==> config.mk <==
export PLATFORM = sky130hd
export DESIGN_NAME = imem_arbiter
export DESIGN_NICKNAME = d
export VERILOG_FILES = /design/src/rtl/imem_arb_pkg.sv /design/src/rtl/imem_arb_pick.sv /design/src/rtl/imem_arbiter.sv
export SDC_FILE = /design/constraint.sdc
export NUM_CORES = 1
export LEC_CHECK = 0
export CAP_MARGIN = 10
export CORE_ASPECT_RATIO = 1.4
export CORE_MARGIN = 1
export CORE_UTILIZATION = 42
export CTS_CLUSTER_DIAMETER = 200
export DETAILED_ROUTE_END_ITERATION = 10
export GPL_ROUTABILITY_DRIVEN = 0
export GPL_TIMING_DRIVEN = 0
export PLACE_DENSITY = 0.87
export SLEW_MARGIN = 20
export SYNTH_ARGS = -nofsm -noshare
export SYNTH_HDL_FRONTEND = slang
export SYNTH_HIERARCHICAL = 1
export SYNTH_SLANG_ARGS = --single-unit
==> constraint.sdc <==
create_clock -name clk -period 4.1 [get_ports clk]
set_input_delay 0.82 -clock clk [delete_from_list [all_inputs] [get_ports clk]]
set_output_delay 0.82 -clock clk [all_outputs]
set_load 0.05 [all_outputs]
==> src/rtl/imem_arb_pkg.sv <==
// Shared types for the instruction-memory arbiter: FSM states and owner encoding.
// Latency: n/a (types only).
// Backpressure: n/a (types only).
package imem_arb_pkg;

    localparam int WORD_W = 32;

    typedef enum logic [1:0] {
        IDLE   = 2'd0,
        ACCESS = 2'd1,
        RESP   = 2'd2
    } arb_state_t;

    typedef enum logic {
        OWN_FETCH  = 1'b0,
        OWN_LOADER = 1'b1
    } arb_owner_t;

endpackage

==> src/rtl/imem_arb_pick.sv <==
// Combinational grant picker for the imem arbiter (fetch vs loader).
// Latency: 0 cycles (pure combinational).
// Backpressure: none; the caller decides when a grant is taken (IDLE only).
// Ports: f_req_i/l_req_i requests, last_owner_i previous grant owner,
//        gnt_vld_o any request present, gnt_owner_o chosen owner.
// Build option: IMEM_ARB_RR_EN selects round-robin; otherwise loader has fixed priority.
module imem_arb_pick
    import imem_arb_pkg::*;
(
    input  logic       f_req_i,
    input  logic       l_req_i,
    input  arb_owner_t last_owner_i,
    output logic       gnt_vld_o,
    output arb_owner_t gnt_owner_o
);

    always_comb begin
        gnt_vld_o   = f_req_i | l_req_i;
        gnt_owner_o = OWN_FETCH;
`ifdef IMEM_ARB_RR_EN
        // Contended: hand the memory to whoever did not have it last time.
        if (f_req_i && l_req_i) begin
            gnt_owner_o = (last_owner_i == OWN_FETCH) ? OWN_LOADER : OWN_FETCH;
        end else if (l_req_i) begin
            gnt_owner_o = OWN_LOADER;
        end
`else
        if (l_req_i) begin
            gnt_owner_o = OWN_LOADER;
        end
`endif
    end

`ifndef IMEM_ARB_RR_EN
    // Fixed priority has no use for the history input.
    arb_owner_t unused_last_owner;
    assign unused_last_owner = last_owner_i;
`endif

endmodule

==> src/rtl/imem_arbiter.sv <==
// Serialises fetch and loader accesses onto the single-port instruction BRAM.
// Latency: req seen in IDLE at T -> done + registered data at T+READ_LAT+1.
// Backpressure: requesters hold req/addr/data until their done; the loser just waits.
// Ports: fetch (f_*), loader (l_*), BRAM side (mem_*), busy = FSM not in IDLE.
// Build option: IMEM_ARB_RR_EN enables round-robin and the last-owner register.
module imem_arbiter
    import imem_arb_pkg::*;
#(
    parameter int MEM_AW   = 15,
    parameter int READ_LAT = 2
) (
    input  logic              clk,
    input  logic              rst,
    input  logic              f_req,
    input  logic [31:0]       f_addr,
    output logic              f_done,
    output logic [31:0]       f_data,
    input  logic              l_req,
    input  logic              l_we,
    input  logic [31:0]       l_addr,
    input  logic [31:0]       l_wdata,
    output logic              l_done,
    output logic [31:0]       l_rdata,
    output logic [MEM_AW-1:0] mem_addr,
    output logic              mem_we,
    output logic [31:0]       mem_wdata,
    input  logic [31:0]       mem_rdata,
    output logic              busy
);

    localparam int CNT_W = (READ_LAT > 1) ? $clog2(READ_LAT) : 1;
    localparam logic [CNT_W-1:0] CNT_INIT = CNT_W'(READ_LAT - 1);
    localparam logic [CNT_W-1:0] CNT_ONE  = CNT_W'(1);

    arb_state_t        state_q;
    arb_owner_t        owner_q;
    logic [CNT_W-1:0]  cnt_q;
    logic              acc_we_q;    // current access is a write (persists past the mem_we pulse)
    logic              mem_we_q;
    logic [MEM_AW-1:0] mem_addr_q;
    logic [31:0]       mem_wdata_q;
    logic [31:0]       f_data_q;
    logic [31:0]       l_rdata_q;
    logic              f_done_q;
    logic              l_done_q;

    arb_owner_t        last_owner;
    logic              gnt_vld;
    arb_owner_t        gnt_owner;
    logic [31:0]       sel_addr;
    logic              sel_we;

    // Only addr[MEM_AW+1:2] reach the memory; upper bits wrap, byte offset ignored.
    logic unused_addr_bits;
    assign unused_addr_bits = ^{f_addr, l_addr};

    imem_arb_pick u_pick (
        .f_req_i      (f_req),
        .l_req_i      (l_req),
        .last_owner_i (last_owner),
        .gnt_vld_o    (gnt_vld),
        .gnt_owner_o  (gnt_owner)
    );

    assign sel_addr = (gnt_owner == OWN_LOADER) ? l_addr : f_addr;
    assign sel_we   = (gnt_owner == OWN_LOADER) && l_we;

    always_ff @(posedge clk) begin
        if (rst) begin
            state_q     <= IDLE;
            owner_q     <= OWN_FETCH;
            cnt_q       <= '0;
            acc_we_q    <= 1'b0;
            mem_we_q    <= 1'b0;
            mem_addr_q  <= '0;
            mem_wdata_q <= '0;
            f_data_q    <= '0;
            l_rdata_q   <= '0;
            f_done_q    <= 1'b0;
            l_done_q    <= 1'b0;
        end else begin
            // Pulses default low; everything else holds unless updated below.
            f_done_q <= 1'b0;
            l_done_q <= 1'b0;
            mem_we_q <= 1'b0;
            case (state_q)
                IDLE: begin
                    if (gnt_vld) begin
                        owner_q    <= gnt_owner;
                        mem_addr_q <= sel_addr[MEM_AW+1:2];
                        acc_we_q   <= sel_we;
                        mem_we_q   <= sel_we;   // single-cycle strobe in first ACCESS cycle
                        if (gnt_owner == OWN_LOADER) begin
                            mem_wdata_q <= l_wdata;
                        end
                        cnt_q   <= CNT_INIT;
                        state_q <= ACCESS;
                    end
                end
                ACCESS: begin
                    if (cnt_q == '0) begin
                        if (owner_q == OWN_LOADER) begin
                            l_done_q <= 1'b1;
                            if (!acc_we_q) begin
                                l_rdata_q <= mem_rdata;
                            end
                        end else begin
                            f_done_q <= 1'b1;
                            f_data_q <= mem_rdata;
                        end
                        state_q <= RESP;
                    end else begin
                        cnt_q <= cnt_q - CNT_ONE;
                    end
                end
                RESP: begin
                    // Done is visible this cycle; requests wait for the next IDLE.
                    state_q <= IDLE;
                end
                default: begin
                    state_q <= IDLE;
                end
            endcase
        end
    end

`ifdef IMEM_ARB_RR_EN
    arb_owner_t last_owner_q;

    always_ff @(posedge clk) begin
        if (rst) begin
            last_owner_q <= OWN_FETCH;
        end else if (state_q == IDLE && gnt_vld) begin
            last_owner_q <= gnt_owner;
        end
    end

    assign last_owner = last_owner_q;
`else
    assign last_owner = OWN_FETCH;
`endif

    assign f_done    = f_done_q;
    assign f_data    = f_data_q;
    assign l_done    = l_done_q;
    assign l_rdata   = l_rdata_q;
    assign mem_addr  = mem_addr_q;
    assign mem_we    = mem_we_q;
    assign mem_wdata = mem_wdata_q;
    assign busy      = (state_q != IDLE);

endmodule

Yosys cells after proc, flatten, opt, wreduce, memory -nomap -nowiden:

Index checks and enable logic that the tools add are counted.

* output and inout bits: 115
* register bits: 119
* word-level logic and storage cells: 44
* input port bits: 133

* reductions and logical operators: 12
* bitwise logic cells: 7
* equal/unequal tests: 3
* $add $sub $neg: 1
* multiplexer cells: 10

Operator list (count)
* 17-bit two-way mux: 1
* 1-bit NOT: 6
* 2-bit AND reduction: 3
* 3-bit AND reduction: 2
* 3-bit OR reduction: 2
* 1-bit two-way mux: 5
* 2-bit two-way mux: 2
* 2-bit inequality test (second input constant): 2
* 2-bit case mux with 2 select lines: 1
* 4-bit AND reduction: 1
* 2-bit nonzero test: 2
* 2-bit by 1-bit equality test with 1-bit output (second input constant): 1
* 2-bit logical NOT: 1
* 1-bit case mux with 2 select lines: 1
* 1-bit logical AND: 1
* 1-bit bitwise OR: 1
* 1-bit subtractor (second input constant): 1

Logic depth before layout (Yosys ltp):

Gate-level depths: netlist of the first run.

* depth in word-level cells: 3
* depth in mapped cells: 7
* mapped depth without buffers: 4

Modules after synthesis:

Netlist of the first run, hierarchy kept.

By module, submodules not included
* imem_arbiter: instances 1, cells each 517, sequential area each 2382.3 µm², area an instance 4604.4 µm²
* imem_arb_pick: instances 1, cells each 2, sequential area each 0.0 µm², area an instance 13.8 µm²

Least setup slack after synthesis of the first run:

OpenSTA, ideal clock, no wires.

* kind: input-to-reg
* start: in l_req
* end: reg mem_wdata_q[1] (netlist: mem_wdata[1])
* stages on the path: 7
* data arrival time: 1824 ps
* setup time: 70 ps
* data required time: 4030 ps
* buffers on the path: 4
* setup slack: 2206 ps
* cell sequence: buf_4 buf_2 nand4bb_1 buf_2 clkbuf_1 nand2_1 a21oi_1

* word-level cells in the longest chain between the ends: 2
* elaborated cells on any way between the ends: 3
* classes of those cells: mux (1); bitwise (1); reduce/logical (1)

Ends and longest elaborated chain
* from (decl): RTL line imem_arbiter.sv:18 `input logic l_req,`
* 1-bit bitwise OR or 1-bit two-way mux (tied branches): RTL line imem_arb_pick.sv:18, imem_arb_pick.sv:28
* 3-bit AND reduction (no line) *
* to (signal assigned): RTL line imem_arbiter.sv:94 `mem_wdata_q <= l_wdata;`
* to (decl): RTL line imem_arbiter.sv:41 `logic [31:0] mem_wdata_q;`

Every way passes the cells marked *; elsewhere a longest branch is shown, timed or not.
A chain may end at the register's enable or synchronous reset.

Final worst setup path of the first run:

* start: reg state_q[1]
* end: out busy

* word-level cells in the longest chain between the ends: 1

Ends and longest elaborated chain
* from (decl): RTL line imem_arbiter.sv:35 `arb_state_t state_q;`
* from (signal assigned): RTL line imem_arbiter.sv:70 `state_q <= IDLE;`
* from (signal assigned): RTL line imem_arbiter.sv:97 `state_q <= ACCESS;`
* from (signal assigned): RTL line imem_arbiter.sv:111 `state_q <= RESP;`
* 2-bit nonzero test: RTL line imem_arbiter.sv:150 `assign busy = (state_q != IDLE);`
* to (decl): RTL line imem_arbiter.sv:28 `output logic busy`

No other way between the ends.

==> summary.md, run 1 <==
| Metric | Value |
|---|---|
| Outcome | finished, final reports clean |
| Largest net degree at the start of global routing | 17 |
| Fin Clk Skew | 0.00863 ns |
| Multi-input gate area | 0.00201 mm^2 |
| Die Ht | 126 um |
| Comb pwr share | 20.4% |
| TritonCTS clock tree | built |
| Sink Count | 119 |
| Number of H-tree levels | 4 |
| HPWL Detailed | 10.4 mm |
| Unrepaired setup endpoints after global routing | no |
| Minimum clock period | 2.66 ns |
| Peak supply drop | 310 uV |
| Crit path max fanout | 9 |
| Sequential cell area | 0.00238 mm^2 |
| Routed wire length per instance | 15.6 um |
| WP data arrival | 1.84 ns |
| Switching share of power | 28.8% |
| P&R area growth vs syn | 63.5% |
| Worst Setup Start Kind | flip-flop |
| Worst Max-Slew Pin Slew | 0.584 ns |
| Hold Fails Final Rpt | 0 |
| Slew headroom | 60.9% |
| Nets | 882 |
| Finished Cell Area | 0.00755 mm^2 |
| PortBufs | 212 |
| CP required | 3.28 ns |
| Reg power frac | 35.4% |
| Die X | 90.6 um |
| Syn nets | 651 |
| Max_cap viols | 0 |
| Remaining Overflow, GRT | 0 |
| GRT Total Usage | 25.9% |
| First-pass GRT wire length | 23.3 mm |
| Final core occ | 71.8% |
| Slowest cell on the critical path | clkdlybuf4s50_1 |
| Clock buffer depth | 2 |
| Average cell area after synthesis | 8.91 um^2 |
| Total net switching power | 1.04 mW |
| Slowest stage delay, CP | 0.72 ns |
| CTS clk-pin slew, worst paths | 0.06 ns |
| Cells along the critical path | buf_6 > or2_2 > clkdlybuf4s50_1 |
| DIE AREA | 0.0114 mm^2 |
| Core area | 0.0105 mm^2 |
| Total Wirelength | 14.1 mm |
| P_leak | 3.00 nW |
| Number of global-route vias before repair | 4894 |
| Total iterations of the first detailed-routing run | 4 |
| First DRT Iteration DRCs | 150 |
| Final worst-path cycle share | 64.9% |
| Fin. max-slew vios | 0 |
| Remaining DRCs | 0 |
| CTS Hold Bufs | 0 |
| Initial Utilization | 43.9% |
| IO Pins | 248 |
| Vias post-DR | 4435 |
| Hold Crit Class | reg2reg |
| Critical setup path kind | reg2out |
| Post-CTS Setup Bufs | 0 |
| Antenna-violating nets left | 0 |
| Clk pwr share | 44.2% |
| PD cells | 476 mW/mm^2 |
| Clock root cell | clkbuf_16 |
| Fillers | 779 |
| Pwr Total | 3.59 mW |
| Post-CTS Resized | 0 |
| Synthesis warning total | 6 |
| Cell Int Power | 2.56 mW |
| Diodes inserted | 0 |
| Drt via density | 4.93 |
| Initial antenna violation count | 0 |
| Fraction of layout cells with a size suffix above 1 | 7.61% |
| Synth Cell Area | 0.00461 mm^2 |
| Placed Area | 0.00691 mm^2 |
| Setup TNS | 0 ns |
| Max Clk Rate | 0.376 GHz |
| Final setup violation count | 0 |
| Cells after Synth | 518 |
| CP Capture Type | output port |
| Rows | 44 |
| Num CTS Buffers | 17 |
| Clk_lat worst skew | 0.41 ns |
## layer usage
layer	GRT usage, %	vias to the layer above	routed length, um
li1	-	2164	-
met1	26.3	2063	5330
met2	48.3	180	7430
met3	7.61	28	979
met4	11.8	0	336
met5	0	-	0
## sequential cells by signal, summed over array words and instances, names as in the netlist, 2 cells and up
signal and count:
l_rdata 32, mem_wdata 32, mem_addr 15, f_data 32, state_q 2
## critical path, delay by kind of cell (launching register included)
family / cells / cell delay, ns
buf+inv: 2 / 0.85
flops: 1 / 0.30
simple gates: 1 / 0.29
## worst paths after layout
kind         cells past startpoint  slack, ns      endpoint         start
max                              3       1.44          busy    state_q[1]
min                              2       0.45  mem_wdata[8]  mem_wdata[8]
max reg2reg                      5       2.45    f_data[24]    state_q[1]
min reg2reg                      2       0.45  mem_wdata[8]  mem_wdata[8]
## metrics by stage
stage	cells	hold slack [ns]	setup WS, ns
2_1_floorplan	518	0.441	2.21
3_3_place_gp	868	0.441	1.41
3_5_place_dp	868	0.447	1.37
4_1_cts	900	0.453	1.42
5_1_grt	900	0.476	1.39
6_report	900	0.452	1.44
## cell type report
type	count	share of cell area [%]
flip-flops and latches	119	31.6
inverters	1	0.0497
repair buffers	212	28.1
well taps	138	2.29
multi-input cells	355	26.6
clock buffers	18	5.82
plain buffers	43	2.92
clock inverters	14	2.62
## cells in the final DEF (no fill, tap or decap), drive strengths merged, types with 4 or more instances in the layout
cell and count:
a211oi 16, nor2 15, nand2b 66, clkbuf 36
a21oi 67, clkdlybuf4s50 212, mux2i 48, nand2 128
buf 25, dfxtp 119, inv 4, bufinv 4
clkinv 5
## power by group through the flow
stage	logic [mW]	registers [mW]	clock network [mW]
detailed placement	0.732	1.29	0
finish	0.733	1.27	1.59
floorplan	0.203	1.52	0
CTS	0.737	1.27	1.60
global placement	0.718	1.29	0
global route	0.775	1.28	1.67
Power figures use the tool's default switching activity.
==> inputs of run 2 (changes only) <==
- CORE_UTILIZATION: 42 -> 39
- PLACE_DENSITY: 0.87 -> 0.82
- clock period: 4.1 -> 2.6 ns (I/O delays scaled with it)
==> run 2 against run 1 <==
Largest cell class unchanged. Register-to-register slack got worse by 1.5 ns. Via count down 1.3%. Sequential share of layout area increased by 0.14 points. Largest power group unchanged.
==> summary.md, run 2 (synthesized netlist as in run 1, its figures left out) <==
| Metric | Value |
|---|---|
| Outcome | finished, final reports clean |
| Initial antenna violation count | 0 (unchanged) |
| HPWL Detailed | 10.3 mm (-1.5%) |
| Die Ht | 131 um (+3.7%) |
| Hold Fails Final Rpt | 0 (unchanged) |
| Unrepaired setup endpoints after global routing | no |
| Leading cell type in the layout, fill and taps excluded | clkdlybuf4s50_1 |
| IO Pins | 248 (unchanged) |
| P_leak | 2.97 nW (-0.96%) |
| Final worst-path cycle share | 90.7% |
| DIE AREA | 0.0123 mm^2 (+7.5%) |
| Antenna-violating nets left | 0 (unchanged) |
| Drt via density | 4.83 (-1.9%) |
| Placed cells | 874 (+0.69%) |
| Remaining Overflow, GRT | 0 (unchanged) |
| Rows | 46 (+4.5%) |
| Die X | 93.9 um (+3.7%) |
| Fin. max-slew vios | 0 (unchanged) |
| Minimum clock period | 2.36 ns |
| Slew headroom | 59.9% (-1.0 points) |
| Final setup violation count | 0 (unchanged) |
| Clk_lat worst skew | 0.41 ns (about the same) |
| First DRT Iteration DRCs | 122 (-19%) |
| Worst Max-Slew Pin Slew | 0.600 ns (+0.0154 ns) |
| Routed wire length per instance | 14.9 um (-4.9%) |
| CTS Hold Bufs | 0 (unchanged) |
| Final core occ | 65.6% (-6.2 points) |
| PD cells | 727 mW/mm^2 (+53%) |
| CTS clk-pin slew, worst paths | 0.05 ns (about the same) |
| Number of global-route vias before repair | 4409 (-9.9%) |
| Cell Count, Final, Fillers Out | 906 (+0.67%) |
| Clock buffer depth | 2 (unchanged) |
| Cells along the critical path | buf_4 > or2_2 > clkdlybuf4s50_1 |
| Critical setup path kind | reg2out |
| Worst R2R Start | state_q[1] |
| Crit-path leading delay family | buffers and inverters |
| Placed Area | 0.00692 mm^2 (+0.11%) |
| WP data arrival | 1.84 ns (about the same) |
| Post-CTS Resized | 0 (unchanged) |
| CP Capture Type | output port |
| Num CTS Buffers | 17 (unchanged) |
| Nets | 882 (unchanged) |
| PnR worst setup slack | 0.241 ns (-1.20 ns) |
| GRT Total Usage | 22.4% (-3.5 points) |
| TritonCTS clock tree | built |
| CP required | 2.08 ns (-1.20 ns) |
| Fin Clk Skew | 0.00789 ns (-0.000743 ns) |
| Clock root cell | clkbuf_16 |
| Post-CTS Setup Bufs | 0 (unchanged) |
| Buf/Inv on CP | 2 (unchanged) |
| Sink Count | 119 (unchanged) |
| Number of H-tree levels | 4 (unchanged) |
| Largest net degree at the start of global routing | 17 (unchanged) |
| PortBufs | 212 (unchanged) |
| Critical path origin | state_q[0] |
| Vias post-DR | 4379 (-1.3%) |
| Worst Setup Start Kind | flip-flop |
| Remaining DRCs | 0 (unchanged) |
| Diodes inserted | 0 (unchanged) |
| Slowest cell on the critical path | clkdlybuf4s50_1 |
| Hold Crit Class | reg2reg |
| Slowest stage delay, CP | 0.71 ns (about the same) |
| Peak supply drop | 504 uV (+63%) |
| Crit path max fanout | 9 (unchanged) |
| Worst hold slack | 0.452 ns (-0.000508 ns) |
| Max_cap viols | 0 (unchanged) |
| HP Start | mem_wdata[11] |
| DP Worst Slack | 0.160 ns (-1.21 ns) |
| Initial Utilization | 40.3% (-3.6 points) |
| Max Clk Rate | 0.424 GHz |
| Total iterations of the first detailed-routing run | 4 (unchanged) |
| Fraction of layout cells with a size suffix above 1 | 7.35% (-0.26 points) |
| Highest-count cells in the layout ignoring fill and taps | clkdlybuf4s50_1 (212), nand2_1 (128), dfxtp_1 (119) |
| First-pass GRT wire length | 21.1 mm (-9.5%) |
| Finished Cell Area | 0.00751 mm^2 (-0.45%) |
| Setup TNS | 0 ns (unchanged) |
| Pwr Total | 5.46 mW (+52%) |
| Total Wirelength | 13.5 mm (-4.3%) |
| Core area | 0.0115 mm^2 (+8.9%) |
| P&R area growth vs syn | 62.8% |
-- run 2: changes by cell type in the layout (fill, tap and decap cells not counted) --
cell	delta
clkbuf_1	+2
clkinv_2	-1
bufinv_16	-2
inv_6	-3
clkbuf_8	+2
clkinvlp_4	+2
-- run 2: worst register-to-register path, delay by kind of cell, from the launching register on --
family	cells	cell delay, ns
buf+inv	2	0.46
simple gates	2	0.64
flops	1	0.30
compound gates	1	0.12
-- run 2: path summary, 6_finish.rpt --
| path | slack, ns | cells after the start | to |
|---|---|---|---|
| hold reg to reg | 0.45 | 2 | mem_wdata[11] |
| setup reg to reg | 1.00 | 5 | f_data[1] |
| setup / recovery | 0.24 | 3 | busy |
| hold / removal | 0.45 | 2 | mem_wdata[11] |
-- run 2: power breakdown --
group          switching (mW)  total [mW]  internal, mW
logic                   0.695        1.15         0.455
clock network           0.822        2.31          1.49
registers              0.0625        2.00          1.94
total                    1.58        5.46          3.88
-- run 2: layer usage --
metal	GRT usage [%]	wire length (um)
met1	23.6	5120
met2	40.5	7190
met3	8.10	988
met4	8.69	176
met5	0	0
-- run 2: cell type report --
class,instances,area [um^2]
Fill cell,910,3940
Sequential cell,119,2380
Timing Repair Buffer,212,2120
Multi-Input combinational cell,355,2010
Clock buffer,22,474
Buffer,43,220
Tap cell,144,180
Clock inverter,10,121
Inverter,1,3.75
